[config.mk]
export PLATFORM = sky130hd
export DESIGN_NAME = player_bullet
export DESIGN_NICKNAME = d
export VERILOG_FILES = /design/src/rtl/gatorga_pkg.sv /design/src/rtl/rise_detect.sv /design/src/rtl/player_bullet.sv
export SDC_FILE = /design/constraint.sdc
export NUM_CORES = 1
export LEC_CHECK = 0
export CAP_MARGIN = 5
export CORE_UTILIZATION = 35
export CTS_BUF_LIST = sky130_fd_sc_hd__clkbuf_8
export CTS_CLUSTER_SIZE = 25
export DETAILED_ROUTE_END_ITERATION = 10
export GPL_ROUTABILITY_DRIVEN = 0
export PLACE_DENSITY_LB_ADDON = 0.3
export RECOVER_POWER = 25
export SYNTH_ARGS = -nofsm -noshare
export SYNTH_HDL_FRONTEND = slang
export SYNTH_SLANG_ARGS = --single-unit
[constraint.sdc]
create_clock -name pixel_clk -period 3.7 [get_ports pixel_clk]
set_clock_uncertainty 0.1 [all_clocks]
set_input_delay 1.11 -clock pixel_clk [delete_from_list [all_inputs] [get_ports pixel_clk]]
set_output_delay 1.11 -clock pixel_clk [all_outputs]
set_load 0.03 [all_outputs]
[src/rtl/gatorga_pkg.sv]
// gatorga_pkg -- shared types and constants for the gatorga game pipeline.
//   bullet_state_t : player bullet FSM states
//   COLOR_BULLET   : bullet colour as {R,G,B}, one byte per channel
//   COLOR_BLACK    : background (nothing drawn)
//   SCREEN_W/H     : visible raster size in pixels
package gatorga_pkg;

  typedef enum logic [1:0] {
    IDLE     = 2'd0,
    FLYING   = 2'd1,
    COOLDOWN = 2'd2
  } bullet_state_t;

  localparam logic [0:2][7:0] COLOR_BULLET = {8'hFF, 8'hFF, 8'h00};
  localparam logic [0:2][7:0] COLOR_BLACK  = {8'h00, 8'h00, 8'h00};

  localparam int SCREEN_W = 640;
  localparam int SCREEN_H = 480;

endpackage

[src/rtl/rise_detect.sv]
// rise_detect -- registered rising-edge detector for a level input that is
// already synchronous to clk (e.g. a debounced button).
//   clk  : clock, rising edge
//   rst  : asynchronous active-low reset, clears the history register
//   d    : level input
//   rise : high for the single cycle in which d is high and was low on the
//          previous clock edge
module rise_detect (
  input  logic clk,
  input  logic rst,
  input  logic d,
  output logic rise
);

  logic d_prev_reg;

  always_ff @(posedge clk or negedge rst) begin
    if (!rst) begin
      d_prev_reg <= 1'b0;
    end else begin
      d_prev_reg <= d;
    end
  end

  assign rise = d & ~d_prev_reg;

endmodule

[src/rtl/player_bullet.sv]
// player_bullet -- single player bullet: launch on fire, climb one step per
// frame, retire at the top limit or when an alien consumes it, then a short
// cooldown before the next shot. Also renders the bullet into the raster.
//   pixel_clk     : sole clock
//   rst           : asynchronous active-low reset
//   fsync         : one-cycle frame-start pulse
//   fire          : fire button level
//   ship_x        : ship left column (signed)
//   hpos, vpos    : current raster position (signed)
//   alien_hit     : bullet consumed by the alien stage (pulse)
//   bullet_x/y    : bullet top-left corner
//   bullet_active : bullet in flight
//   pixel         : {R,G,B} bullet colour on bullet pixels, else black (1 cycle latency)
//   active        : raster is on the bullet (1 cycle latency)
//   shots_fired   : launch count, wraps at 16 bits
import gatorga_pkg::*;

module player_bullet #(
  parameter int BULLET_SPEED    = 8,
  parameter int BULLET_W        = 2,
  parameter int BULLET_H        = 8,
  parameter int SHIP_Y          = 440,
  parameter int X_OFFSET        = 7,
  parameter int TOP_LIMIT       = 0,
  parameter int COOLDOWN_FRAMES = 4
) (
  input  logic                   pixel_clk,
  input  logic                   rst,
  input  logic                   fsync,
  input  logic                   fire,
  input  logic signed [11:0]     ship_x,
  input  logic signed [11:0]     hpos,
  input  logic signed [11:0]     vpos,
  input  logic                   alien_hit,
  output logic signed [11:0]     bullet_x,
  output logic signed [11:0]     bullet_y,
  output logic                   bullet_active,
  output logic [0:2][7:0]        pixel,
  output logic                   active,
  output logic [15:0]            shots_fired
);

  localparam logic signed [11:0] LAUNCH_Y = 12'(SHIP_Y - BULLET_H);
  localparam logic signed [11:0] X_OFF12  = 12'(X_OFFSET);
  // Vertical step and render bounds are evaluated one bit wider so that a
  // bullet near the top cannot wrap to a large positive row.
  localparam logic signed [12:0] SPEED13  = 13'(BULLET_SPEED);
  localparam logic signed [12:0] TOP13    = 13'(TOP_LIMIT);
  localparam logic signed [12:0] W13      = 13'(BULLET_W);
  localparam logic signed [12:0] H13      = 13'(BULLET_H);
  localparam logic [7:0]         CD_LOAD  = 8'(COOLDOWN_FRAMES);

  bullet_state_t          state_reg, state_next;
  logic                   fire_pending_reg, fire_pending_next;
  logic [7:0]             cooldown_reg, cooldown_next;
  logic signed [11:0]     bullet_x_reg, bullet_x_next;
  logic signed [11:0]     bullet_y_reg, bullet_y_next;
  logic                   bullet_active_reg, bullet_active_next;
  logic [15:0]            shots_reg, shots_next;
  logic                   active_reg, active_next;
  logic [0:2][7:0]        pixel_reg, pixel_next;

  logic                   fire_rise;
  logic signed [12:0]     y_step;
  logic signed [12:0]     bx13, by13, hx13, vy13;
  logic                   in_x, in_y;

  rise_detect u_fire_rise (
    .clk  (pixel_clk),
    .rst  (rst),
    .d    (fire),
    .rise (fire_rise)
  );

  assign y_step = 13'(bullet_y_reg) - SPEED13;

  always_ff @(posedge pixel_clk or negedge rst) begin
    if (!rst) begin
      state_reg         <= IDLE;
      fire_pending_reg  <= 1'b0;
      cooldown_reg      <= 8'd0;
      bullet_x_reg      <= 12'sd0;
      bullet_y_reg      <= 12'sd0;
      bullet_active_reg <= 1'b0;
      shots_reg         <= 16'd0;
      active_reg        <= 1'b0;
      pixel_reg         <= COLOR_BLACK;
    end else begin
      state_reg         <= state_next;
      fire_pending_reg  <= fire_pending_next;
      cooldown_reg      <= cooldown_next;
      bullet_x_reg      <= bullet_x_next;
      bullet_y_reg      <= bullet_y_next;
      bullet_active_reg <= bullet_active_next;
      shots_reg         <= shots_next;
      active_reg        <= active_next;
      pixel_reg         <= pixel_next;
    end
  end

  always_comb begin
    state_next         = state_reg;
    fire_pending_next  = fire_pending_reg;
    cooldown_next      = cooldown_reg;
    bullet_x_next      = bullet_x_reg;
    bullet_y_next      = bullet_y_reg;
    bullet_active_next = bullet_active_reg;
    shots_next         = shots_reg;

    case (state_reg)
      IDLE: begin
        if (fsync && fire_pending_reg) begin
          bullet_x_next      = ship_x + X_OFF12;
          bullet_y_next      = LAUNCH_Y;
          bullet_active_next = 1'b1;
          fire_pending_next  = 1'b0;
          shots_next         = shots_reg + 16'd1;
          state_next         = FLYING;
        end else if (fire_rise) begin
          fire_pending_next = 1'b1;
        end
      end

      FLYING: begin
        fire_pending_next = 1'b0;
        // A consumed bullet retires even if the frame step lands on the same edge.
        if (alien_hit || (fsync && (y_step < TOP13))) begin
          bullet_active_next = 1'b0;
          cooldown_next      = CD_LOAD;
          state_next         = COOLDOWN;
        end else if (fsync) begin
          bullet_y_next = y_step[11:0];
        end
      end

      COOLDOWN: begin
        fire_pending_next = 1'b0;
        if (cooldown_reg == 8'd0) begin
          state_next = IDLE;
        end else if (fsync) begin
          cooldown_next = cooldown_reg - 8'd1;
          if (cooldown_reg == 8'd1) begin
            state_next = IDLE;
          end
        end
      end

      default: begin
        state_next = IDLE;
      end
    endcase
  end

  // Render: compare the raster against the current bullet box.
  always_comb begin
    bx13        = 13'(bullet_x_reg);
    by13        = 13'(bullet_y_reg);
    hx13        = 13'(hpos);
    vy13        = 13'(vpos);
    in_x        = (hx13 >= bx13) && (hx13 < bx13 + W13);
    in_y        = (vy13 >= by13) && (vy13 < by13 + H13);
    active_next = bullet_active_reg && in_x && in_y;
    pixel_next  = active_next ? COLOR_BULLET : COLOR_BLACK;
  end

  assign bullet_x      = bullet_x_reg;
  assign bullet_y      = bullet_y_reg;
  assign bullet_active = bullet_active_reg;
  assign shots_fired   = shots_reg;
  assign active        = active_reg;
  assign pixel         = pixel_reg;

endmodule
# --- Word level (Yosys, flattened, before mapping) ---
# Index checks and enable logic that the tools add are counted.
op_classes:
  add_sub_neg: 6
  order_cmp: 5
  n_eq_ne: 12
  mux: 21
  bitwise: 2
  reduce_logical: 19
ops:
  columns: ["op", "n"]
  rows:
  - ["$mux W12", 3]
  - ["$lt A12 B13 Y1", 2]
  - ["$ge A12 B12 Y1", 2]
  - ["$mux W24", 1]
  - ["$mux W8", 3]
  - ["$pmux W12 S2", 1]
  - ["$add A16 B1 Y16 const B", 1]
  - ["$pmux W8 S2", 1]
  - ["$add A12 B3 Y13 const B", 1]
  - ["$add A12 B5 Y13 const B", 1]
  - ["$lt A13 B1 Y1 const B", 1]
  - ["$sub A12 B5 Y13 const B", 1]
  - ["$add A12 B4 Y12 const B", 1]
  - ["$ne A2 B2 Y1 const B", 6]
  - ["$reduce_and A4 Y1", 3]
  - ["$mux W2", 5]
  - ["$ne A3 B3 Y1 const B", 3]
  - ["$eq A8 B1 Y1 const B", 1]
  - ["$logic_not A8 Y1", 1]
  - ["$sub A8 B1 Y8 const B", 1]
  - ["$logic_and A1 B1 Y1", 6]
  - ["$pmux W2 S3", 1]
  - ["$reduce_bool A2 Y1", 3]
  - ["$mux W1", 4]
  - ["other kinds (10)", 12]
word_totals:
  regBits: 78
  inputBits: 41
  output_inout_bits: 66
  elab_cells: 77

# --- Depth between registers and ports, before layout ---
depth:
  word_depth: 6
  mapped_depth: 12
  ltp_nobuf: 11

# --- Modules after synthesis ---
# Synthesis repeated with hierarchy kept, for this count alone.
hier_totals:
  hier_cells: 453
  area_unflattened_um2: 4103.9
modules_own_cells:
  columns: ["module", "instances", "cells_each", "area_each_um2", "seq_area_each_um2"]
  rows:
  - ["player_bullet", 1, 451, 4065.1, 1251.2]
  - ["rise_detect", 1, 2, 38.8, 25.0]

# --- Worst setup path before layout ---
# Ideal clock, no wire load.
synth_timing:
  kind: "register to register"
  start: "reg bullet_y_reg[5], in the netlist bullet_y[5]"
  end: "reg pixel_reg, in the netlist pixel[22]"
  arrival_time_ns: 2.643
  required_time_ns: 3.499
  setup_slack_ns: 0.856
  stages_incl_launch_ff: 13
  path_buffers: 1
  cell_sequence: "dfrtp_1 -> clkbuf_1 -> inv_1 -> nor3_1 -> and3_1 -> nand3_1 -> xnor2_1 -> ha_1 -> nor2_1 -> nand2_1 -> or4_1 -> o22a_1 -> nor4_1"
synth_between:
  elab_chain_len: 5
  word_cells_on_any_way: 6
synth_rtl:
  columns: ["item", "line_no", "source"]
  rows:
  - ["start, declared", "player_bullet.sv:57", "logic signed [11:0] bullet_y_reg, bullet_y_next;"]
  - ["start signal, assigned", "player_bullet.sv:93", "bullet_y_reg <= bullet_y_next;"]
  - ["$add A12 B5 Y13", "player_bullet.sv:161", "in_y = (vy13 >= by13) && (vy13 < by13 + H13);"]
  - ["$lt A12 B13 Y1", "player_bullet.sv:161", null]
  - ["$logic_and A1 B1 Y1 *", "player_bullet.sv:161", null]
  - ["$logic_and A1 B1 Y1 *", "player_bullet.sv:162", "active_next = bullet_active_reg && in_x && in_y;"]
  - ["net active_next", "player_bullet.sv:60", "logic active_reg, active_next;"]
  - ["$mux W24 *", "player_bullet.sv:163", "pixel_next = active_next ? COLOR_BULLET : COLOR_BLACK;"]
  - ["end signal, assigned", "player_bullet.sv:97", "pixel_reg <= pixel_next;"]
  - ["end, declared", "player_bullet.sv:61", "logic [0:2][7:0] pixel_reg, pixel_next;"]
# Mark *: on every way through the listed nets, which the timed path passes. The rest lies on a longest branch.
# A chain may end at the register's enable or synchronous reset.

==> run_summary.xml <==
<?xml version="1.0" encoding="UTF-8"?>
<metrics>
  <group name="status">
    <metric name="status" unit="">finished, final reports clean</metric>
  </group>
  <group name="timing">
    <metric name="timing_hold_violations_final" unit="">0</metric>
    <metric name="worst_pin_slew" unit="ps">1110</metric>
    <metric name="max_clk_rate" unit="GHz">0.345</metric>
    <metric name="min_period_over_period" unit="%">78.3</metric>
    <metric name="maxSlewViolCount" unit="">0</metric>
    <metric name="hold_ws" unit="ps">390</metric>
    <metric name="finalWorstPathRequiredPeriod" unit="ps">2900</metric>
    <metric name="timing.setup.tns" unit="ps">0</metric>
    <metric name="rsz0062_at_grt" unit="">false</metric>
    <metric name="slew_headroom" unit="%">26.0</metric>
    <metric name="timing.final.setup_violations" unit="">0</metric>
  </group>
  <group name="power_and_ir_drop">
    <metric name="powerDensity" unit="nW/µm²">667</metric>
    <metric name="ir_drop" unit="V">0.000297</metric>
    <metric name="comb_power_share" unit="%">60.3</metric>
    <metric name="seq_power_share" unit="%">29.9</metric>
    <metric name="power_switching" unit="mW">1.63</metric>
    <metric name="leakagePower" unit="nW">2.17</metric>
    <metric name="power.clock.fraction" unit="%">9.8</metric>
    <metric name="switching_share" unit="%">48.5</metric>
    <metric name="power.internal" unit="mW">1.73</metric>
  </group>
  <group name="placed_design">
    <metric name="port_buffers" unit="">92</metric>
    <metric name="dp_hpwl" unit="mm">7.61</metric>
  </group>
  <group name="setup_path">
    <metric name="crit_path_max_incr_delay" unit="ps">760</metric>
    <metric name="r2r_worst_path_depth" unit="">11</metric>
    <metric name="worstPathArrival" unit="ps">1690</metric>
    <metric name="path_delay_family" unit="">buffers and inverters</metric>
    <metric name="worstPathBufferInverterCount" unit="">1</metric>
    <metric name="worstReg2RegStart" unit="">bullet_y[6]</metric>
    <metric name="critical_path.max_fanout" unit="">17</metric>
    <metric name="worstSetupPathType" unit="">reg2out</metric>
    <metric name="cp_endpoint_kind" unit="">output port</metric>
    <metric name="crit_slowest_cell" unit="">sky130_fd_sc_hd__clkdlybuf4s50_1</metric>
    <metric name="r2r_end" unit="">pixel[22]</metric>
    <metric name="critical_path_depth" unit="">1</metric>
    <metric name="worstPathRequired" unit="ps">2490</metric>
    <metric name="cell_breakdown_of_the_critical_path" unit="">clkdlybuf4s50_1</metric>
    <metric name="startpoint_type" unit="">flop</metric>
    <metric name="worst_reg_to_reg_setup_slack" unit="ps">870</metric>
  </group>
  <group name="clock_tree">
    <metric name="clock_path_buffers" unit="">2</metric>
    <metric name="tritoncts" unit="">yes</metric>
    <metric name="clock_insertion_delay_worst_skew" unit="ps">310</metric>
    <metric name="clk_pin_slew_worst_paths" unit="ps">100</metric>
    <metric name="cts_buffers" unit="">5</metric>
    <metric name="ctsRootBufferMaster" unit="">sky130_fd_sc_hd__clkbuf_8</metric>
    <metric name="cts.sink_count" unit="">51</metric>
    <metric name="clock_tree.htree_level_count" unit="">2</metric>
    <metric name="post-cts-setup-buffers" unit="">0</metric>
    <metric name="cts.hold.buffers_added" unit="">0</metric>
    <metric name="cts-resized-gates" unit="">0</metric>
  </group>
  <group name="synth">
    <metric name="synthDominantAreaCellType" unit="">sky130_fd_sc_hd__dfrtp_1</metric>
    <metric name="number_of_enable_type_register_cells_in_the_synthesized_netlist" unit="">0</metric>
    <metric name="synth_seq_cells" unit="">51</metric>
    <metric name="post_synth_instance_area" unit="µm²">4040</metric>
    <metric name="synth_seq_area_share" unit="%">31.6</metric>
    <metric name="fraction_of_synthesized_cell_area_taken_by_the_top_area_cell_type" unit="%">31.6</metric>
    <metric name="yosys_most_used_dff" unit="">sky130_fd_sc_hd__dfrtp_1</metric>
    <metric name="synth_warnings" unit="">0</metric>
    <metric name="synthArstFlopShare" unit="%">100</metric>
    <metric name="synth_cell_type_count" unit="">52</metric>
    <metric name="post_synth_main_area_contributors" unit="">sky130_fd_sc_hd__dfrtp_1, sky130_fd_sc_hd__ha_1, sky130_fd_sc_hd__xnor2_1</metric>
    <metric name="synth.avg_cell_area" unit="µm²">8.89</metric>
    <metric name="synthesis.instances" unit="">454</metric>
  </group>
  <group name="min_path">
    <metric name="worst_hold_startpoint" unit="">shots_fired[15]</metric>
    <metric name="hold_end" unit="">shots_fired[15]</metric>
    <metric name="worstHoldPathType" unit="">reg2reg</metric>
    <metric name="min_delay_path_depth" unit="">1</metric>
  </group>
  <group name="drt">
    <metric name="totalWireLength" unit="mm">9.44</metric>
    <metric name="dr.first_iter.drc_count" unit="">117</metric>
    <metric name="detail-route-antenna-nets" unit="">0</metric>
    <metric name="drt-pass1-iter-count" unit="">4</metric>
    <metric name="via_count" unit="">3501</metric>
    <metric name="viasPerCell" unit="">5.20</metric>
    <metric name="post-route-drc-count" unit="">0</metric>
    <metric name="post_drt_wl_per_cell" unit="µm">14.0</metric>
  </group>
  <group name="flow_run">
    <metric name="max_cap_violations" unit="">0</metric>
  </group>
  <group name="global_routing">
    <metric name="grt_antenna_before_repair" unit="">0</metric>
    <metric name="grt_pass1_wl" unit="mm">15.6</metric>
    <metric name="grt_usage" unit="%">16.2</metric>
    <metric name="grt_start_max_net_pins" unit="">32</metric>
    <metric name="first_global_vias" unit="">3468</metric>
    <metric name="grt_overflow_total" unit="">0</metric>
  </group>
  <group name="cells_and_area">
    <metric name="synthToLayoutAreaGrowth" unit="%">24.9</metric>
    <metric name="largest_register_ff_count" unit="">16</metric>
    <metric name="share_of_post_route_cells_with_drive_strength_above_1" unit="%">3.38</metric>
    <metric name="nFillCells" unit="">1062</metric>
    <metric name="design.final.nets" unit="">627</metric>
    <metric name="final_antenna_diode_count" unit="">0</metric>
  </group>
  <group name="die">
    <metric name="die_width" unit="µm">109</metric>
    <metric name="rows" unit="">38</metric>
    <metric name="die_area" unit="µm²">12000</metric>
    <metric name="initial_utilization" unit="%">36.6</metric>
    <metric name="die_span_in_y" unit="µm">109</metric>
    <metric name="io_pins" unit="">107</metric>
    <metric name="core_area" unit="µm²">11000</metric>
  </group>
</metrics>
-- cell type report --
type	count	area [µm²]	area share, %
flip-flops and latches	51	1280	25.3
clock inverters	3	18.8	0.372
inverters	34	128	2.53
multi-input cells	345	2440	48.4
repair buffers	95	935	18.5
well taps	140	175	3.48
clock buffers	5	68.8	1.37
-- synthesized netlist by cell type, types with 3 or more instances --
cell,instances
sky130_fd_sc_hd__nand4_1,10
sky130_fd_sc_hd__nor3_1,9
sky130_fd_sc_hd__a21o_1,7
sky130_fd_sc_hd__ha_1,54
sky130_fd_sc_hd__buf_4,27
sky130_fd_sc_hd__nor4_1,6
sky130_fd_sc_hd__xnor2_1,33
sky130_fd_sc_hd__nand3_1,23
sky130_fd_sc_hd__a21oi_1,10
sky130_fd_sc_hd__or3_1,4
sky130_fd_sc_hd__a211oi_1,5
sky130_fd_sc_hd__nor2_1,19
sky130_fd_sc_hd__nand2b_1,4
sky130_fd_sc_hd__and4_1,4
sky130_fd_sc_hd__o21ai_0,37
sky130_fd_sc_hd__xor2_1,8
sky130_fd_sc_hd__a31oi_1,7
sky130_fd_sc_hd__and3_1,7
sky130_fd_sc_hd__o21a_1,5
sky130_fd_sc_hd__or4_1,4
sky130_fd_sc_hd__clkbuf_1,6
sky130_fd_sc_hd__o2111ai_1,3
sky130_fd_sc_hd__dfrtp_1,51
sky130_fd_sc_hd__inv_1,34
sky130_fd_sc_hd__nand2_1,43
-- cell usage in the layout, fill, tap and decap left out, drive strengths merged, types with 7 or more instances in the layout --
cell type      instances
conb                  11
nand2                 43
xnor2                 33
nand3                 23
nor2                  19
dfrtp                 51
xor2                   8
clkbuf                 7
and3                   7
nor4                   8
inv                   35
nor3                   9
nand4                 10
a21oi                 10
a21o                   7
o21ai                 37
ha                    54
clkdlybuf4s50         90
a31oi                  7
-- power by group through the flow --
stage	clock, mW	combinational (mW)	sequential [mW]
floorplan	0	1.24	1.16
global route	0.362	2.26	1.04
global placement	0	1.96	1.00
detailed placement	0	2.03	1.01
finish	0.329	2.03	1.01
CTS	0.339	2.04	1.00
-- kinds of logic after synthesis --
family | after synthesis | synth area share [%]
compound gates | 92 | 14.5
xor+xnor | 41 | 8.90
fa+ha+maj | 54 | 16.7
buf+inv | 68 | 8.87
flops | 51 | 31.6
mux | 1 | 0.279
other cells | 1 | 0.0929
simple gates | 146 | 19.0
-- metrics by stage --
stage               worst slack [ps]  util (%)  instances  power (mW)  cell area, µm²
CTS                              772      45.7        673        3.38            5040
global placement                 590      44.9        665        2.97            4960
detailed placement               453      44.9        665        3.05            4960
finish                           805      45.7        673        3.36            5040
global route                     571      45.7        673        3.67            5040
floorplan                        856         -        464        2.40            4070
-- layer usage --
metal	track usage, %	part of all wire, %	vias up
met2	29.1	49	79
li1	-	-	1750
met4	3.33	0.46	0
met1	20.8	47	1668
met5	0	0	-
met3	2.19	3.6	4
-- worst max-delay path by stage --
| stage | startpoint | to | slack, ps |
|---|---|---|---|
| 6_report | pixel[22] | pixel[19] | 800 |
| 3_5_place_dp | hpos[11] | pixel[22] | 450 |
| 4_1_cts | pixel[22] | pixel[19] | 770 |
| 3_3_place_gp | vpos[3] | pixel[22] | 590 |
| 5_1_grt | bullet_y[6] | pixel[22] | 570 |
| 2_1_floorplan | bullet_y[5] | pixel[22] | 860 |
Note: power is estimated with default switching activity, not from simulation.
